<file path="src/rtl/delay_timer_if.sv">
// ============================================================================
//  Module      : delay_timer_if
//  Description : Start/abort request and busy/done/remaining status bundle
//                between a sequencing FSM (master) and delay_timer (slave).
//  Revision    : 1.0  initial release
// ============================================================================
`default_nettype none

interface delay_timer_if #(
   parameter int CNT_W = 16
);
   logic             start;
   logic             abort;
   logic             periodic;
   logic [CNT_W-1:0] delay_val;
   logic             busy;
   logic             done;
   logic [CNT_W-1:0] remaining;

   modport master (
      output start, abort, periodic, delay_val,
      input  busy, done, remaining
   );

   modport slave (
      input  start, abort, periodic, delay_val,
      output busy, done, remaining
   );
endinterface

`default_nettype wire

</file>
<file path="src/rtl/delay_timer.sv">
// ============================================================================
//  Module      : delay_timer
//  Description : Programmable tick-based delay timer (one-shot / periodic)
//                with a clock prescaler, retrigger and abort.
//  Revision    : 1.0  initial release
// ============================================================================
`default_nettype none

module delay_timer #(
   parameter int CLK_HZ  = 100_000_000,
   parameter int TICK_HZ = 1_000_000,
   parameter int CNT_W   = 16
) (
   input  wire logic    clk,
   input  wire logic    rst_n,
   delay_timer_if.slave tmr
);

   localparam int PRESCALE = CLK_HZ / TICK_HZ;
   // One spare bit keeps PRESCALE=1 legal (zero-width counter otherwise).
   localparam int PS_W     = $clog2(PRESCALE) + 1;

   localparam logic [PS_W-1:0]  c_PS_MAX = PS_W'(PRESCALE - 1);
   localparam logic [CNT_W-1:0] c_ONE    = CNT_W'(1);
   localparam logic [CNT_W-1:0] c_ZERO   = '0;

   localparam logic [0:0] c_IDLE = 1'b0;
   localparam logic [0:0] c_RUN  = 1'b1;

   logic [0:0]       r_state;
   logic [0:0]       w_state_nxt;

   logic [PS_W-1:0]  r_presc;
   logic [PS_W-1:0]  w_presc_nxt;
   logic [CNT_W-1:0] r_rem;
   logic [CNT_W-1:0] w_rem_nxt;
   logic [CNT_W-1:0] r_reload;
   logic [CNT_W-1:0] w_reload_nxt;
   logic             r_periodic;
   logic             w_periodic_nxt;
   logic             r_busy;
   logic             w_busy_nxt;
   logic             r_done;
   logic             w_done_nxt;

   logic             w_tick;
   logic             w_expire;
   logic             w_start_zero;

   assign w_tick       = (r_state == c_RUN) && (r_presc == c_PS_MAX);
   assign w_expire     = w_tick && (r_rem == c_ONE);
   assign w_start_zero = (tmr.delay_val == c_ZERO);

   // State register
   always_ff @(posedge clk or negedge rst_n) begin
      if (!rst_n) begin
         r_state <= c_IDLE;
      end else begin
         r_state <= w_state_nxt;
      end
   end

   // Next state: abort beats start, start beats expiry
   always_comb begin
      w_state_nxt = r_state;
      if (tmr.abort) begin
         w_state_nxt = c_IDLE;
      end else if (tmr.start) begin
         w_state_nxt = w_start_zero ? c_IDLE : c_RUN;
      end else if (w_expire && !r_periodic) begin
         w_state_nxt = c_IDLE;
      end
   end

   // Next values of the prescaler, counter, latched request and status
   always_comb begin
      w_presc_nxt    = r_presc;
      w_rem_nxt      = r_rem;
      w_reload_nxt   = r_reload;
      w_periodic_nxt = r_periodic;
      w_busy_nxt     = r_busy;
      w_done_nxt     = 1'b0;
      if (tmr.abort) begin
         w_presc_nxt = '0;
         w_rem_nxt   = '0;
         w_busy_nxt  = 1'b0;
      end else if (tmr.start) begin
         w_presc_nxt = '0;
         if (w_start_zero) begin
            // Zero-length delay completes at once; mode is not latched.
            w_rem_nxt  = '0;
            w_busy_nxt = 1'b0;
            w_done_nxt = 1'b1;
         end else begin
            w_rem_nxt      = tmr.delay_val;
            w_reload_nxt   = tmr.delay_val;
            w_periodic_nxt = tmr.periodic;
            w_busy_nxt     = 1'b1;
         end
      end else if (r_state == c_RUN) begin
         if (w_tick) begin
            w_presc_nxt = '0;
            if (w_expire) begin
               w_done_nxt = 1'b1;
               if (r_periodic) begin
                  w_rem_nxt = r_reload;
               end else begin
                  w_rem_nxt  = '0;
                  w_busy_nxt = 1'b0;
               end
            end else begin
               w_rem_nxt = r_rem - 1'b1;
            end
         end else begin
            w_presc_nxt = r_presc + 1'b1;
         end
      end
   end

   // Datapath and registered outputs
   always_ff @(posedge clk or negedge rst_n) begin
      if (!rst_n) begin
         r_presc    <= '0;
         r_rem      <= '0;
         r_reload   <= '0;
         r_periodic <= 1'b0;
         r_busy     <= 1'b0;
         r_done     <= 1'b0;
      end else begin
         r_presc    <= w_presc_nxt;
         r_rem      <= w_rem_nxt;
         r_reload   <= w_reload_nxt;
         r_periodic <= w_periodic_nxt;
         r_busy     <= w_busy_nxt;
         r_done     <= w_done_nxt;
      end
   end

   assign tmr.busy      = r_busy;
   assign tmr.done      = r_done;
   assign tmr.remaining = r_rem;

endmodule

`default_nettype wire

</file>
<file path="src/flat_wrapper.sv">
// flat-port wrapper written by rule: the top's interface ports become plain ports
module delay_timer_flat 
#(
   parameter int CLK_HZ  = 100_000_000,
   parameter int TICK_HZ = 1_000_000,
   parameter int CNT_W   = 16
)
  (clk, rst_n, tmr_start, tmr_abort, tmr_periodic, tmr_delay_val, tmr_busy, tmr_done, tmr_remaining);
  delay_timer_if #(.CNT_W(CNT_W)) tmr_i ();
  input  wire logic clk;
  input  wire logic rst_n;
  input wire logic [$bits(tmr_i.start)-1:0] tmr_start;
  input wire logic [$bits(tmr_i.abort)-1:0] tmr_abort;
  input wire logic [$bits(tmr_i.periodic)-1:0] tmr_periodic;
  input wire logic [$bits(tmr_i.delay_val)-1:0] tmr_delay_val;
  output wire logic [$bits(tmr_i.busy)-1:0] tmr_busy;
  output wire logic [$bits(tmr_i.done)-1:0] tmr_done;
  output wire logic [$bits(tmr_i.remaining)-1:0] tmr_remaining;
  assign tmr_i.start = tmr_start;
  assign tmr_i.abort = tmr_abort;
  assign tmr_i.periodic = tmr_periodic;
  assign tmr_i.delay_val = tmr_delay_val;
  assign tmr_busy = tmr_i.busy;
  assign tmr_done = tmr_i.done;
  assign tmr_remaining = tmr_i.remaining;
  delay_timer #(.CLK_HZ(CLK_HZ), .TICK_HZ(TICK_HZ), .CNT_W(CNT_W)) u_core (.clk(clk), .rst_n(rst_n), .tmr(tmr_i));
endmodule
</file>
<file path="config.mk">
export PLATFORM = sky130hd
export DESIGN_NAME = delay_timer_flat
export DESIGN_NICKNAME = d
export VERILOG_FILES = /design/src/rtl/delay_timer_if.sv /design/src/rtl/delay_timer.sv /design/src/flat_wrapper.sv
export SDC_FILE = /design/constraint.sdc
export NUM_CORES = 1
export LEC_CHECK = 0
export CAP_MARGIN = 30
export CELL_PAD_IN_SITES_DETAIL_PLACEMENT = 0
export CELL_PAD_IN_SITES_GLOBAL_PLACEMENT = 1
export CORE_AREA = 4 4 96 98
export DETAILED_ROUTE_END_ITERATION = 7
export DIE_AREA = 0 0 100 102
export GPL_TIMING_DRIVEN = 0
export PLACE_DENSITY = 0.63
export SYNTH_ARGS = -nofsm -noshare
export SYNTH_HDL_FRONTEND = slang
export SYNTH_SLANG_ARGS = --single-unit
export TNS_END_PERCENT = 5
</file>
<file path="constraint.sdc">
create_clock -name clk -period 4.1 [get_ports clk]
set_clock_uncertainty 0.1 [all_clocks]
set_input_delay 0.41 -clock clk [delete_from_list [all_inputs] [get_ports clk]]
set_output_delay 0.41 -clock clk [all_outputs]
set_load 0.03 [all_outputs]
</file>
# ---- Word level (Yosys, flattened, before mapping)
# Cells that the tools add are included.
dict set report classes {
  add_sub_neg 2
  eq_ne 3
  muxes 27
  bitwise 2
  reduce_logical 12
}
# operator count
set ops {}
lappend ops {{16-bit 2-to-1 mux} 7}
lappend ops {{8-bit 2-to-1 mux} 4}
lappend ops {{16-bit by 1-bit == test with 1-bit output, second input constant} 1}
lappend ops {{16-bit logical NOT} 1}
lappend ops {{1-bit 2-to-1 mux} 16}
lappend ops {{16-bit by 1-bit subtractor with 16-bit output, second input constant} 1}
lappend ops {{3-bit nonzero test} 4}
lappend ops {{8-bit by 1-bit adder with 8-bit output, second input constant} 1}
lappend ops {{8-bit by 7-bit == test with 1-bit output, second input constant} 1}
lappend ops {{4-bit AND reduction} 1}
lappend ops {{1-bit logical AND} 3}
lappend ops {{3-bit != test, second input constant} 1}
lappend ops {{3-bit AND reduction} 1}
lappend ops {{1-bit inverter} 2}
lappend ops {{2-bit AND reduction} 1}
lappend ops {{1-bit logical NOT} 1}
dict set report totals {
  register_bits 44
  in_bits 21
  out_inout_bits 18
  wordCells 53
}

# ---- Longest topological paths before layout
# Gate-level depths: netlist of the first run.
dict set report depth {
  depth_word 8
  mapped_depth 9
  ltp_nobuf 7
}

# ---- Least setup slack after synthesis of the first run
# No wires, ideal clock.
dict set report synth_path {
  path_kind {register to register}
  from {register u_core.r_rem[0], in the netlist u_core.tmr.remaining[0]}
  to {register u_core.r_rem[14], in the netlist u_core.tmr.remaining[14]}
  setup_ns 0.129
  arrival_time_ns 2.253
  required_time_ns 3.871
  setup_slack_ns 1.619
  stages_incl_launch_ff 8
  n_path_buf 0
  period_less_slack_ns 2.481
  cell_sequence {dfrtp_1 inv_1 ha_1 or3b_2 or4_4 or4_1 nand4_1 nand3_1}
}
dict set report synth_between {
  elab_chain_len 7
  elab_cells_between_ends 8
  classes_between {add/sub (1); eq/ne (1); mux (5); reduce/logical (1)}
}
# item line
set synth_lines {}
lappend synth_lines {{start, declared} delay_timer.sv:35} ;# logic [CNT_W-1:0] r_rem;
lappend synth_lines {{start signal, assigned} delay_timer.sv:131} ;# r_rem <= w_rem_nxt;
lappend synth_lines {{branches (longest 2 deep; another with 16-bit by 1-bit subtractor with 16-bit output)} -}
lappend synth_lines {{16-bit 2-to-1 mux (*)} delay_timer.sv:103} ;# if (w_expire) begin
lappend synth_lines {{16-bit 2-to-1 mux (*)} delay_timer.sv:101} ;# if (w_tick) begin
lappend synth_lines {{16-bit 2-to-1 mux (*)} delay_timer.sv:100} ;# end else if (r_state == c_RUN) begin
lappend synth_lines {{16-bit 2-to-1 mux (*)} delay_timer.sv:87} ;# end else if (tmr.start) begin
lappend synth_lines {{16-bit 2-to-1 mux (*)} delay_timer.sv:83} ;# if (tmr.abort) begin
# Every way passes the cells marked *. The select of a mux whose other input is x is not followed.
# A chain may end at the register's enable or synchronous reset.

# ---- Worst setup path after layout of the first run
dict set report layout_path {
  from {input tmr_start}
  to {register u_core.r_reload[8]}
}
dict set report layout_between {
  elab_chain_len 1
}
# item line
set layout_lines {}
lappend layout_lines {{start, declared} flat_wrapper.sv:12} ;# input wire logic [$bits(tmr_i.start)-1:0] tmr_start;
lappend layout_lines {{3-bit AND reduction (no line)} -}
lappend layout_lines {{end signal, assigned} delay_timer.sv:132} ;# r_reload <= w_reload_nxt;
lappend layout_lines {{end, declared} delay_timer.sv:37} ;# logic [CNT_W-1:0] r_reload;
# Every way passes these cells.

==> flow_summary_export.csv, run 1 <==
group,metric,value,unit
min_path,min_path_type,"reg -> reg",
floorplanning,die_w,100,um
timing,rsz0062_at_grt,"no",
layout,stdcell_area,3120,um2
floorplanning,core_area,8470,um2
logic_synthesis,ys_types,54,
routing,drtIter0Drc,145,
logic_synthesis,yosysWarnings,0,
power,leakagePower,1.32,nW
worst_setup_path,worstRegToRegCells,6,
floorplanning,start_util,29.0,%
routing,met3_length,319,um
worst_setup_path,rr_endpoint,"u_core.tmr.remaining[3]$_DFFE_PN0P_",
timing,setup_ws,1.17,ns
routing,drc,0,
min_path,holdPathStages,2,
power,ir_worst_vdd,0.000211,V
layout,drive_gt1_share,8.64,%
routing,wl_per_cell,18.1,um
routing,drt-total-wl,7840,um
placement,port_buffers,38,
global_route,grt_use_total,16.0,%
routing,antenna_left,0,
worst_setup_path,rrSetupSlack,1.34,ns
cts,cts.sinks,44,
global_route,grt_pass1_vias,2252,
cts,numCtsBuffers,5,
timing,finalSetupViolations,0,
worst_setup_path,arrival,3.02,ns
timing,tightest_slew,0.904,ns
cts,cts_tree,"yes",
cts,clkTransAtPathRegs,0.08,ns
status,status,"completed",
min_path,hold_path_end,"u_core.r_reload[9]$_DFFE_PN0P_",
power,power.density,366,nW/um2
timing,period_minus_slack,2.93,ns
worst_setup_path,startpoint_type,"primary input",
logic_synthesis,synth-main-ff-cell,"dfrtp_1",
floorplanning,die_area,10200,um2
routing,wl_met1,3810,um
worst_setup_path,crit_fanout,10,
cts,clk_path_buf_depth,2,
worst_setup_path,critPathKind,"in -> reg",
worst_setup_path,cp-end-kind,"flop",
timing,setup_tns,0,ns
layout,antenna_cells,0,
placement,hpwl,5780,um
timing,slew_headroom,38.9,%
logic_synthesis,synth_area,2460,um2
layout,layout.nets,347,
layout,area_delta_synth_final,27.1,%
global_route,grt_pass1_wl,12600,um
logic_synthesis,ys_seq_area_share,44.8,%
global_route,antenna_found_initial,0,
timing,fin_crit_sh,71.5,%
min_path,hold_start,"u_core.r_reload[9]$_DFFE_PN0P_",
worst_setup_path,required,4.19,ns
cts,cts-htree-levels,2,
routing,drtPass1Iterations,4,
floorplanning,design.portCount,39,
placement,gp_congestion,0.848,
logic_synthesis,synth-edff-count,0,
cts,clk_latency,0.30,ns
worst_setup_path,critPathLaunch,"tmr_start",
cts,post_cts_resized,0,
timing,drv_slew,0,
job,maxCapViolations,0,
floorplanning,die_y,102,um
global_route,gr-total-overflow,0,
power,fin_total_pwr,1.14,mW
floorplanning,row_count,34,
placement,placed_cell_area,2990,um2
logic_synthesis,postSynthAreaPerCell,8.90,um2
routing,route.met2.wl,3610,um
cts,cts_root_buf,"clkbuf_8",
routing,top_layer_used,"met4",
worst_setup_path,reg2reg_from,"u_core.r_presc[2]$_DFFE_PN0P_",
logic_synthesis,synth_seq_cells,44,
timing,hold_viol_final,0,
logic_synthesis,synth_cells,276,
global_route,grt_max_degree,27,
timing,fmax,341,MHz
logic_synthesis,synthArstFlopShare,100,%
logic_synthesis,synth_fp_nets,300,
routing,vias,2318,
routing,via_per_inst,5.37,
placement,pre_cts_ws,0.841,ns
worst max-delay path, stage by stage:
cell             delay, ns
clkdlybuf4s50_1       0.56
buf_4                 0.22
clkinv_1              0.25
nor2_1                0.54
nand2_1               0.39
clkbuf_1              0.41
nand2_1               0.17
nand2_1               0.06
worst max path at each step:
| stage | slack [ns] | end | cells after the start |
|---|---|---|---|
| after floorplan | 1.62 | u_core.tmr.remaining[14]$_DFFE_PN0P_ | 7 |
| after global placement | 0.83 | u_core.r_reload[5]$_DFFE_PN0P_ | 8 |
| after detailed placement | 0.84 | u_core.r_reload[5]$_DFFE_PN0P_ | 8 |
| after CTS | 1.13 | u_core.r_reload[12]$_DFFE_PN0P_ | 8 |
| after global routing | 0.93 | u_core.r_reload[4]$_DFFE_PN0P_ | 8 |
| final | 1.17 | u_core.r_reload[8]$_DFFE_PN0P_ | 8 |
final cells by class:
| class | count | area, um2 |
|---|---|---|
| timing repair buffer | 40 | 405 |
| clock buffer | 7 | 96.3 |
| tap | 108 | 135 |
| sequential | 44 | 1100 |
| buffer | 9 | 45.0 |
| fill | 877 | 5340 |
| clock inverter | 1 | 30.0 |
| inverter | 7 | 26.3 |
| multi-input combinational | 216 | 1280 |
routing by layer:
metal | vias to the layer above | GRT usage (%)
met5 | - | 0
met4 | 0 | 4.56
met3 | 9 | 2.25
met2 | 58 | 25.2
met1 | 1153 | 22.9
li1 | 1098 | -
repair_timing:
| action | 4_1_cts | 5_1_grt |
|---|---|---|
| endpoints found under the hold margin | 18 | 0 |
| buffers inserted | 0 | 0 |
| hold buffers | 1 | 0 |
| endpoints found under the setup margin | 0 | 0 |
registers in the layout (all words and copies together) (netlist names):
signal                cells
u_core.tmr.done           1
u_core.r_state            1
u_core.r_presc            8
u_core.r_periodic         1
u_core.tmr.busy           1
u_core.tmr.remaining     16
u_core.r_reload          16
stage by stage:
| stage | std cells | hold WS, ns | utilization [%] |
|---|---|---|---|
| finish | 432 | 0.380 | 36.9 |
| global route | 432 | 0.407 | 36.9 |
| CTS | 432 | 0.383 | 36.9 |
| detailed placement | 423 | 0.291 | 35.3 |
| global placement | 422 | 0.355 | 35.1 |
| floorplan | 276 | 0.0144 | - |
power by group:
group,total (mW),internal [mW],leakage (nW),switching [mW]
logic,0.262,0.111,0.686,0.151
registers,0.511,0.471,0.570,0.0398
clock network,0.372,0.215,0.0645,0.157
total,1.14,0.798,1.32,0.347
cells in the mapped netlist, types with 2 or more instances:
master,instances,area [um2]
a221o_1,3,30.0
or2_2,3,18.8
a2111oi_0,2,17.5
a311oi_1,4,35.0
a22oi_1,2,15.0
a211oi_1,4,30.0
nor4_1,6,37.5
o21ai_0,5,25.0
a21o_1,4,30.0
nor3_1,5,25.0
xor2_1,8,70.1
o211ai_1,6,45.0
mux2_2,3,33.8
ha_1,3,37.5
and3_1,3,18.8
clkbuf_1,4,15.0
or4_1,2,15.0
xnor2_1,4,35.0
and2_1,4,25.0
a21oi_1,15,75.1
dfrtp_1,44,1100
buf_2,3,15.0
nand3_1,11,55.1
nand2_1,62,233
buf_4,2,15.0
nor2_1,17,63.8
or3_1,6,37.5
nand4_1,8,50.1
a22o_1,3,26.3
inv_1,6,22.5
cells by family (layout without fill, tap and decap cells):
logic type | count (synthesis) | after routing | synth area share, %
flip-flops | 44 | 44 | 44.8
buffers and inverters | 16 | 64 | 2.90
XOR/XNOR | 12 | 12 | 4.28
multiplexers | 4 | 4 | 1.78
AO/OA/AOI/OAI | 56 | 56 | 16.1
adder cells (fa/ha/maj) | 3 | 3 | 1.53
AND/OR/NAND/NOR | 141 | 141 | 28.6
cell usage in the layout, fill, tap and decap left out, types with 2 or more instances in the layout:
master           instances
a21oi_1                 15
and2_1                   4
clkdlybuf4s50_1         37
o211ai_1                 6
a2111oi_0                2
nor3_1                   5
xor2_1                   8
a211oi_1                 4
or3_1                    6
inv_1                    6
o21ai_0                  5
a221o_1                  3
a311oi_1                 4
buf_4                    2
dfrtp_1                 44
a22oi_1                  2
or4_1                    2
a22o_1                   3
nand3_1                 11
ha_1                     3
a21o_1                   4
nor2_1                  17
mux2_2                   3
clkbuf_8                 7
xnor2_1                  4
buf_2                    4
clkbuf_1                 4
or2_2                    3
nand2_1                 62
nor4_1                   6
and3_1                   3
nand4_1                  8
No activity file was read; power rests on OpenSTA's default activity.
==> run 2, diff against run 1 <==
--- a/config.mk
+++ b/config.mk
@@ -12,7 +12,7 @@
 export DETAILED_ROUTE_END_ITERATION = 7
 export DIE_AREA = 0 0 100 102
 export GPL_TIMING_DRIVEN = 0
-export PLACE_DENSITY = 0.63
+export PLACE_DENSITY = 0.65
 export SYNTH_ARGS = -nofsm -noshare
 export SYNTH_HDL_FRONTEND = slang
 export SYNTH_SLANG_ARGS = --single-unit
==> constraint.sdc (replaced) <==
create_clock -name clk -period 2.5 [get_ports clk]
set_clock_uncertainty 0.1 [all_clocks]
set_input_delay 0.25 -clock clk [delete_from_list [all_inputs] [get_ports clk]]
set_output_delay 0.25 -clock clk [all_outputs]
set_load 0.03 [all_outputs]
==> run 2 against run 1 <==
Against the previous run:
- first-iteration DRC count down 14%
- final area increased by 0.24%
- routed wire length hardly changed
- clock power grew 18%
- die area stayed put
- sequential cell count unchanged
- critical path depth fell by 1
- global-route usage shrank 0.33 points
- worst hold slack lost 0.039 ns
- sequential power is 65% higher
- sequential share of layout area barely moved
==> flow_summary_export.csv, run 2 (synthesis gave the netlist of run 1 again) <==
group,metric,value,unit
status,status,"completed",
placement,hpwl,5680,um
routing,drc,0,
power,power.density,549,nW/um2
floorplanning,start_util,29.0,%
routing,drtIter0Drc,125,
cts,cts_root_buf,"clkbuf_8",
routing,via_per_inst,5.42,
floorplanning,row_count,34,
timing,fin_crit_sh,96.6,%
cts,cts.sinks,44,
cts,cts_tree,"yes",
cts,clk_latency,0.30,ns
timing,period_minus_slack,2.42,ns
timing,tightest_slew,0.774,ns
global_route,grt_use_total,15.6,%
timing,hold_viol_final,0,
cts,cts-htree-levels,2,
min_path,min_path_type,"in -> async",
timing,slew_headroom,47.9,%
layout,area_delta_synth_final,27.4,%
layout,mostFrequentLayoutCell,"nand2_1",
worst_setup_path,arrival,2.53,ns
job,maxCapViolations,0,
routing,drtPass1Iterations,5,
routing,vias,2337,
placement,port_buffers,38,
global_route,gr-total-overflow,0,
power,ir_worst_vdd,0.000194,V
floorplanning,die_w,100,um
global_route,grt_pass1_wl,12300,um
layout,finish.utilization,37.0,%
timing,setup_tns,0,ns
floorplanning,core_area,8470,um2
cts,clkTransAtPathRegs,0.09,ns
routing,antenna_left,0,
layout,antenna_cells,0,
worst_setup_path,crit_fanout,10,
layout,drive_gt1_share,11.8,%
timing,fmax,414,MHz
routing,drt-total-wl,7840,um
global_route,grt_pass1_vias,2259,
global_route,grt_max_degree,25,
layout,layout.nets,347,
floorplanning,design.portCount,39,
timing,rsz0062_at_grt,"yes",
cts,clk_path_buf_depth,2,
floorplanning,die_y,102,um
power,leakagePower,1.31,nW
global_route,antenna_found_initial,0,
layout,final_cell_mix,"nand2_1 (60), dfrtp_1 (42), clkdlybuf4s50_1 (37), nor2_1 (16), a21oi_1 (14)",
worst_setup_path,required,2.61,ns
cts,numCtsBuffers,5,
cts,post_cts_buffers,0,
power,fin_total_pwr,1.72,mW
timing,drv_slew,0,
worst_setup_path,cp-end-kind,"flop",
worst_setup_path,startpoint_type,"flop",
routing,wl_per_cell,18.2,um
worst_setup_path,critPathKind,"reg -> reg",
floorplanning,die_area,10200,um2
placement,gp_congestion,0.870,
timing,finalSetupViolations,0,
[run 2: layer usage]
layer	GRT usage, %	wire, um	share of wire (%)
met5	0	0	0
met1	22.0	3730	48
met3	3.75	472	6.0
met4	5.18	201	2.6
met2	23.6	3430	44
[run 2: area by class of cell]
class | count | area [um2]
timing repair buffer | 40 | 405
tap | 108 | 135
multi-input combinational | 216 | 1330
sequential | 44 | 1100
fill | 901 | 5330
clock buffer | 6 | 72.6
clock inverter | 1 | 5.00
inverter | 7 | 26.3
buffer | 9 | 51.3
[run 2: worst paths after layout]
check | start | to | slack (ns) | cells after the start
setup / recovery | u_core.tmr.remaining[6]$_DFFE_PN0P_ | u_core.tmr.remaining[8]$_DFFE_PN0P_ | 0.08 | 7
hold / removal | rst_n | u_core.r_reload[1]$_DFFE_PN0P_ | 0.34 | 2
setup reg to reg | u_core.tmr.remaining[6]$_DFFE_PN0P_ | u_core.tmr.remaining[8]$_DFFE_PN0P_ | 0.08 | 7
hold reg to reg | u_core.r_reload[13]$_DFFE_PN0P_ | u_core.r_reload[13]$_DFFE_PN0P_ | 0.38 | 1
max in group asynchronous | rst_n | u_core.r_reload[9]$_DFFE_PN0P_ | 1.44 | 3
min in group clk | tmr_periodic | u_core.r_periodic$_DFFE_PN0P_ | 0.38 | 3
[run 2: critical path, cell delays in order, from the launching register on]
cell,delay (ns)
dfrtp_1,0.48
nor4_2,0.45
and3_1,0.21
buf_2,0.18
and2_1,0.15
clkbuf_4,0.23
mux2_2,0.35
o211ai_1,0.16
[run 2: what timing repair did]
item / in CTS / in global routing
hold buffers: 1 / 0
gates cloned: 0 / 0
endpoints found under the setup margin: 27 / 19
gates resized for setup: 10 / 7
endpoints found under the hold margin: 20 / 0
pin swaps: 0 / 1
[run 2: report_power, final]
group / internal [mW] / total (mW) / switching (mW)
combinational: 0.190 / 0.438 / 0.248
sequential: 0.773 / 0.843 / 0.0705
clock: 0.191 / 0.438 / 0.248
total: 1.15 / 1.72 / 0.566
[run 2: stage by stage]
step	setup WS [ns]	instances	hold WS, ns	cell area, um2
2_1_floorplan	0.0185	276	-0.146	2460
3_3_place_gp	-0.653	422	0.355	2970
3_5_place_dp	-0.615	423	0.158	2990
4_1_cts	-0.0301	431	0.365	3110
5_1_grt	-0.0166	431	0.373	3130
6_report	0.0843	431	0.341	3130
